### config.mk
export PLATFORM = sky130hd
export DESIGN_NAME = lock_sequencer
export DESIGN_NICKNAME = d
export VERILOG_FILES = /design/src/rtl/lock_pkg.sv /design/src/rtl/lock_timer.sv /design/src/rtl/lock_sequencer.sv
export SDC_FILE = /design/constraint.sdc
export NUM_CORES = 1
export LEC_CHECK = 0
export ABC_AREA = 1
export CORE_MARGIN = 8
export CORE_UTILIZATION = 62
export CTS_CLUSTER_DIAMETER = 60
export DETAILED_ROUTE_END_ITERATION = 10
export PLACE_DENSITY = 0.88
export SLEW_MARGIN = 10
export SYNTH_ARGS = -nofsm -noshare
export SYNTH_HDL_FRONTEND = slang
export SYNTH_HIERARCHICAL = 1
export SYNTH_SLANG_ARGS = --single-unit
export TNS_END_PERCENT = 1
### constraint.sdc
create_clock -name clock -period 4.9 [get_ports clock]
set_input_delay 0.98 -clock clock [delete_from_list [all_inputs] [get_ports clock]]
set_output_delay 0.98 -clock clock [all_outputs]
set_load 0.01 [all_outputs]
### src/rtl/lock_pkg.sv
// Shared state encoding and key constants for the keypad lock sequencer.
package lock_pkg;

    localparam int                  DIGIT_W       = 4;
    localparam logic [DIGIT_W-1:0]  KEY_NONE      = 4'd0;
    localparam int                  DEF_ENTER_KEY = 12;
    localparam int                  DEF_CLEAR_KEY = 10;

    typedef enum logic [2:0] {
        ST_IDLE,
        ST_ENTRY,
        ST_OPEN,
        ST_LOCKOUT,
        ST_PROG
    } lock_state_e;

endpackage

### src/rtl/lock_timer.sv
// Loadable down-counter shared by the timed states; o_expire marks the cycle the count steps 1 -> 0.
// A load on that same cycle wins; the controller gives key events priority over expiry anyway.
module lock_timer #(
    parameter int TIMER_W = 16
) (
    input  logic               i_clock,
    input  logic               i_reset,
    input  logic               i_load,
    input  logic [TIMER_W-1:0] i_value,
    output logic               o_expire
);

    logic [TIMER_W-1:0] r_count;

    always_ff @(posedge i_clock) begin
        if (!i_reset) begin
            r_count <= '0;
        end else if (i_load) begin
            r_count <= i_value;
        end else if (r_count != '0) begin
            r_count <= r_count - TIMER_W'(1);
        end
    end

    assign o_expire = (r_count == TIMER_W'(1));

endmodule

### src/rtl/lock_sequencer.sv
// Keypad lock controller: press detection, code entry and compare, unlock hold, failure lockout.
// Outputs are registered one cycle after the key edge; LOCK_SEQ_REPROG_EN adds code reprogramming from OPEN.
module lock_sequencer
    import lock_pkg::*;
#(
    parameter int CODE_LEN       = 4,
    parameter int MAX_FAILS      = 3,
    parameter int ENTER_KEY      = DEF_ENTER_KEY,
    parameter int CLEAR_KEY      = DEF_CLEAR_KEY,
    parameter int OPEN_CYCLES    = 100,
    parameter int LOCKOUT_CYCLES = 1000,
    parameter int ENTRY_TIMEOUT  = 500,
    parameter int TIMER_W        = 16
) (
    input  logic                        clock,
    input  logic                        reset,
    input  logic [DIGIT_W-1:0]          key,
    input  logic [DIGIT_W*CODE_LEN-1:0] code,
    output logic                        unlock,
    output logic                        locked_out,
    output logic                        entry_active,
    output logic                        fail_pulse,
    output logic [3:0]                  digit_count
);

    localparam int FAIL_W = $clog2(MAX_FAILS + 1);

    lock_state_e                 r_state, w_next;
    logic [DIGIT_W-1:0]          r_prev_key;
    logic [DIGIT_W*CODE_LEN-1:0] r_buf, w_code;
    logic [3:0]                  r_count;
    logic                        r_overflow, r_fail_pulse;
    logic [FAIL_W-1:0]           r_fail_cnt;
    logic                        w_event, w_enter, w_clear_key, w_digit, w_full, w_match, w_expire;
    logic                        w_tmr_load;
    logic [TIMER_W-1:0]          w_tmr_value;
    logic                        w_store, w_clear, w_fail, w_fail_rst;

    assign w_event     = (key != KEY_NONE) && (key != r_prev_key);
    assign w_enter     = w_event && (key == DIGIT_W'(ENTER_KEY));
    assign w_clear_key = w_event && (key == DIGIT_W'(CLEAR_KEY));
    assign w_digit     = w_event && !w_enter && !w_clear_key;
    assign w_full      = (r_count == 4'(CODE_LEN)) && !r_overflow;
    assign w_match     = w_full && (r_buf == w_code);

`ifdef LOCK_SEQ_REPROG_EN
    logic [DIGIT_W*CODE_LEN-1:0] r_code;
    logic                        w_prog_wr;

    // The port only seeds the stored code while reset is held.
    always_ff @(posedge clock) begin
        if (!reset) begin
            r_code <= code;
        end else if (w_prog_wr) begin
            r_code <= r_buf;
        end
    end
    assign w_code = r_code;
`else
    assign w_code = code;
`endif

    lock_timer #(.TIMER_W(TIMER_W)) u_timer (
        .i_clock  (clock),
        .i_reset  (reset),
        .i_load   (w_tmr_load),
        .i_value  (w_tmr_value),
        .o_expire (w_expire)
    );

    always_ff @(posedge clock) begin
        if (!reset) begin
            r_state <= ST_IDLE;
        end else begin
            r_state <= w_next;
        end
    end

    // Key events are tested before expiry so a press on the last cycle still counts.
    always_comb begin
        w_next      = r_state;
        w_tmr_load  = 1'b0;
        w_tmr_value = '0;
        w_store     = 1'b0;
        w_clear     = 1'b0;
        w_fail      = 1'b0;
        w_fail_rst  = 1'b0;
`ifdef LOCK_SEQ_REPROG_EN
        w_prog_wr   = 1'b0;
`endif
        case (r_state)
            ST_IDLE: begin
                if (w_digit) begin
                    w_next      = ST_ENTRY;
                    w_store     = 1'b1;
                    w_tmr_load  = 1'b1;
                    w_tmr_value = TIMER_W'(ENTRY_TIMEOUT);
                end
            end
            ST_ENTRY: begin
                if (w_clear_key) begin
                    w_next     = ST_IDLE;
                    w_clear    = 1'b1;
                    w_tmr_load = 1'b1;
                end else if (w_enter) begin
                    w_clear    = 1'b1;
                    w_tmr_load = 1'b1;
                    if (w_match) begin
                        w_next      = ST_OPEN;
                        w_fail_rst  = 1'b1;
                        w_tmr_value = TIMER_W'(OPEN_CYCLES);
                    end else begin
                        w_fail = 1'b1;
                        if (r_fail_cnt == FAIL_W'(MAX_FAILS - 1)) begin
                            w_next      = ST_LOCKOUT;
                            w_tmr_value = TIMER_W'(LOCKOUT_CYCLES);
                        end else begin
                            w_next = ST_IDLE;
                        end
                    end
                end else if (w_digit) begin
                    w_store     = 1'b1;
                    w_tmr_load  = 1'b1;
                    w_tmr_value = TIMER_W'(ENTRY_TIMEOUT);
                end else if (w_expire) begin
                    w_next  = ST_IDLE;
                    w_clear = 1'b1;
                end
            end
            ST_OPEN: begin
                if (w_enter || w_expire) begin
                    w_next     = ST_IDLE;
                    w_tmr_load = 1'b1;
                end
`ifdef LOCK_SEQ_REPROG_EN
                else if (w_clear_key) begin
                    w_next      = ST_PROG;
                    w_tmr_load  = 1'b1;
                    w_tmr_value = TIMER_W'(ENTRY_TIMEOUT);
                end
`endif
            end
            ST_LOCKOUT: begin
                if (w_expire) begin
                    w_next     = ST_IDLE;
                    w_fail_rst = 1'b1;
                end
            end
`ifdef LOCK_SEQ_REPROG_EN
            ST_PROG: begin
                if (w_digit) begin
                    w_store     = 1'b1;
                    w_tmr_load  = 1'b1;
                    w_tmr_value = TIMER_W'(ENTRY_TIMEOUT);
                end else if (w_clear_key || w_enter || w_expire) begin
                    w_next     = ST_IDLE;
                    w_clear    = 1'b1;
                    w_tmr_load = 1'b1;
                    w_prog_wr  = w_enter && w_full;
                end
            end
`endif
            default: w_next = ST_IDLE;
        endcase
    end

    always_ff @(posedge clock) begin
        if (!reset) begin
            r_prev_key   <= KEY_NONE;
            r_buf        <= '0;
            r_count      <= '0;
            r_overflow   <= 1'b0;
            r_fail_cnt   <= '0;
            r_fail_pulse <= 1'b0;
        end else begin
            r_prev_key   <= key;
            r_fail_pulse <= w_fail;
            if (w_clear) begin
                r_buf      <= '0;
                r_count    <= '0;
                r_overflow <= 1'b0;
            end else if (w_store) begin
                if (r_count < 4'(CODE_LEN)) begin
                    for (int i = 0; i < CODE_LEN; i++) begin
                        if (r_count == 4'(i)) begin
                            r_buf[DIGIT_W*i +: DIGIT_W] <= key;
                        end
                    end
                    r_count <= r_count + 4'd1;
                end else begin
                    r_overflow <= 1'b1;
                end
            end
            if (w_fail_rst) begin
                r_fail_cnt <= '0;
            end else if (w_fail) begin
                r_fail_cnt <= r_fail_cnt + FAIL_W'(1);
            end
        end
    end

    always_comb begin
        unlock       = (r_state == ST_OPEN);
        locked_out   = (r_state == ST_LOCKOUT);
        entry_active = (r_state == ST_ENTRY) || (r_state == ST_PROG);
        fail_pulse   = r_fail_pulse;
        digit_count  = r_count;
    end

endmodule

==> results.json <==
{
  "seq_area_frac_synth_pct": 30.9,
  "ys_types": 37,
  "slowest_delay_ps": 700,
  "layout_commonest_cell": "nand2_1",
  "hold_end": "r_buf[3]",
  "cts-htree-levels": 2,
  "worstHoldPathCells": 2,
  "hold_viol": 0,
  "final_area_sq_um": 3510,
  "postCtsResizedCells": 0,
  "synthMuxAreaShare_pct": 0,
  "cts_made_buffers": 5,
  "grt.overflow.total": 0,
  "min_period_ps": 3590,
  "fin_setup_tns_ps": 0,
  "fillers": 349,
  "cp_max_fo": 17,
  "final_cell_mix": "nand2_1 (153), inv_1 (65), nor2_1 (52), dfxtp_1 (47)",
  "synth.cell_area_sq_um": 3050,
  "ys_ff_latch": 47,
  "synth_area_leaders": "dfxtp_1 (31%), nand2_1 (19%), inv_1 (8.0%)",
  "drc": 0,
  "r2r_slack_ps": 1960,
  "crit_path_start": "key[1]",
  "num_rows": 25,
  "timing.fmax_mhz": 279,
  "totalWireLength_um": 6730,
  "routabilityCongestion": 0.929,
  "clk_pin_slew_worst_paths_ps": 90,
  "synth_top_family_by_area": "simple AND/OR/NAND/NOR gates",
  "die_h_um": 86.1,
  "ys.flop_type": "dfxtp_1",
  "synth-edff-count": 0,
  "reg2reg_depth": 15,
  "synth_xor_area_share_pct": 4.31,
  "synth_area_per_cell_sq_um": 6.55,
  "cpMaxStageDelayCell": "clkdlybuf4s50_1",
  "pre_cts_ws_ps": 1010,
  "setup_ws_ps": 1310,
  "max-cap-violations": 0,
  "antenna_left": 0,
  "fin_nets": 529,
  "crit_top_cell": "inv_1",
  "synth_largest_area_cell": "dfxtp_1",
  "clock_skew_ps": 8.50,
  "hold_start": "r_buf[3]",
  "fp.coreArea_sq_um": 4720,
  "p_per_area_nw_per_um2": 355,
  "reg2reg_from": "u_timer/r_count[13]",
  "synthCells": 465,
  "holdWs_ps": 488,
  "report.final.slew_viol_count": 0,
  "critical_path_buf_inv_count": 5,
  "grt_pass1_vias": 2724,
  "fin_crit_sh_pct": 73.3,
  "drive_gt1_share_pct": 9.18,
  "critical_path_class": "input pin to flop",
  "cts.sinks": 47,
  "antennaDiodeCount": 0,
  "synthAdderAreaFrac_pct": 2.88,
  "cts_tree": "built",
  "grt_use_total_pct": 19.5,
  "dieArea_sq_um": 7410,
  "grt_start_max_net_pins": 22,
  "area_growth_pct": 15.4,
  "hold_path_class": "flop to flop",
  "crit_chain": "clkdlybuf4s50_1 > nand2_1 > inv_1 > nor2_1 > nor2_1 > nand2_2 > nand4_4 > inv_1 > nand2_1 > nand3_1 > inv_1 > nand3_4 > o21ai_1 > inv_1 > nand2_1 > nor2_1",
  "worstReg2RegEnd": "u_timer/r_count[11]",
  "clk_latency_ps": 300,
  "num_vias": 2831,
  "p_leak_nw": 1.62,
  "io_buffers": 29,
  "cp-start-kind": "input pin",
  "hpwl_um": 5210,
  "cts.root.buffer_cell": "clkbuf_8",
  "io_pins": 30,
  "antenna_found_initial": 0,
  "synth_compound_area_share_pct": 8.22,
  "die_w_um": 86.1,
  "grt_pass1_wl_um": 11900,
  "synthArstFlopShare_pct": 0,
  "synth_top_area_share_pct": 30.9,
  "yosys.area_share.simple_pct": 42.8,
  "postCtsSetupRepairBufs": 0,
  "cp.arrival_ps": 3780,
  "place_area_sq_um": 3380,
  "endpoint_kind": "flop",
  "ys_warn_count": 6,
  "first_pass_iters": 4,
  "relSlewSlack_pct": 50.1,
  "clock_path_buffers": 2,
  "wl_per_cell_um": 11.8,
  "setup_viol": 0,
  "required_ps": 5090,
  "postCtsHoldBufs": 0,
  "avgViaCountPerCell": 4.98,
  "start_util_pct": 64.5,
  "cp_top_family": "buffers and inverters",
  "ir_worst_vdd_mv": 0.177,
  "status": "finished clean",
  "tightest_slew_ps": 746,
  "drtIter0Drc": 233,
  "rsz0062_at_grt": "false"
}
[tightest hold or removal path, cell delays in order (launching register included)]
cell,delay [ps]
dfxtp_1,330
nand2_1,70
a21oi_1,50
[area by class of cell]
cell class | count | area (sq um) | share of cell area [%]
inverters | 69 | 260 | 7.40
clock buffers | 6 | 72.6 | 2.06
multi-input cells | 348 | 1810 | 51.4
repair buffers | 29 | 290 | 8.26
clock inverters | 2 | 60.1 | 1.71
well taps | 67 | 83.8 | 2.39
flip-flops and latches | 47 | 941 | 26.8
[cells by family after synthesis]
kind of cell             after synthesis
AND/OR/NAND/NOR                      273
buffers and inverters                 78
flip-flops                            47
AO/OA/AOI/OAI                         44
XOR/XNOR                              15
adder cells (fa/ha/maj)                7
other                                  1
[metrics by stage]
| stage | power [mW] | instances | utilization [%] |
|---|---|---|---|
| after CTS | 1.25 | 568 | 74.4 |
| after floorplan | 0.816 | 473 | - |
| after detailed placement | 0.910 | 560 | 71.6 |
| after global routing | 1.33 | 568 | 74.4 |
| final | 1.25 | 568 | 74.4 |
| after global placement | 0.900 | 560 | 71.6 |
[metal layers]
metal	wire [um]	vias up	global-route usage (%)
met3	432	5	4.97
met5	0	-	0
met4	56	0	6.21
met1	3100	1254	23.8
li1	-	1496	-
met2	3140	76	32.3
[power by group]
group	switching, mW	leakage, nW	internal (mW)	total, mW
Clock	0.134	0.0654	0.204	0.338
Sequential	0.0451	0.385	0.423	0.468
Combinational	0.280	1.17	0.161	0.441
[registers in the layout, summed over array words and instances (netlist names)]
| name | count |
|---|---|
| fail_pulse | 1 |
| u_timer/r_count | 16 |
| r_overflow | 1 |
| r_buf | 16 |
| digit_count | 4 |
| r_state | 3 |
| r_fail_cnt | 2 |
| r_prev_key | 4 |
[worst max-delay path by stage]
stage | end | cells after the start
6_report | u_timer/r_count[8] | 16
5_1_grt | u_timer/r_count[10] | 15
4_1_cts | u_timer/r_count[8] | 16
3_5_place_dp | u_timer/r_count[8] | 16
3_3_place_gp | u_timer/r_count[8] | 16
2_1_floorplan | u_timer/r_count[0] | 12
[synth_stat cells (2+ instances only)]
cell	number
buf_2	3
nor3_1	3
xnor2_1	7
buf_6	4
nand3_1	23
nand3b_1	4
dfxtp_1	47
o21ai_0	4
nor2_8	2
ha_1	7
nand4_1	7
nand2_2	4
a21oi_2	6
clkbuf_1	2
or2_2	4
inv_2	2
inv_1	65
nor2_4	7
nand3_4	2
xor2_1	8
nor2_2	4
nor2_1	52
o21ai_1	2
nand2_1	153
nand2_4	3
a21oi_1	29
(Power assumes the default switching activity.)
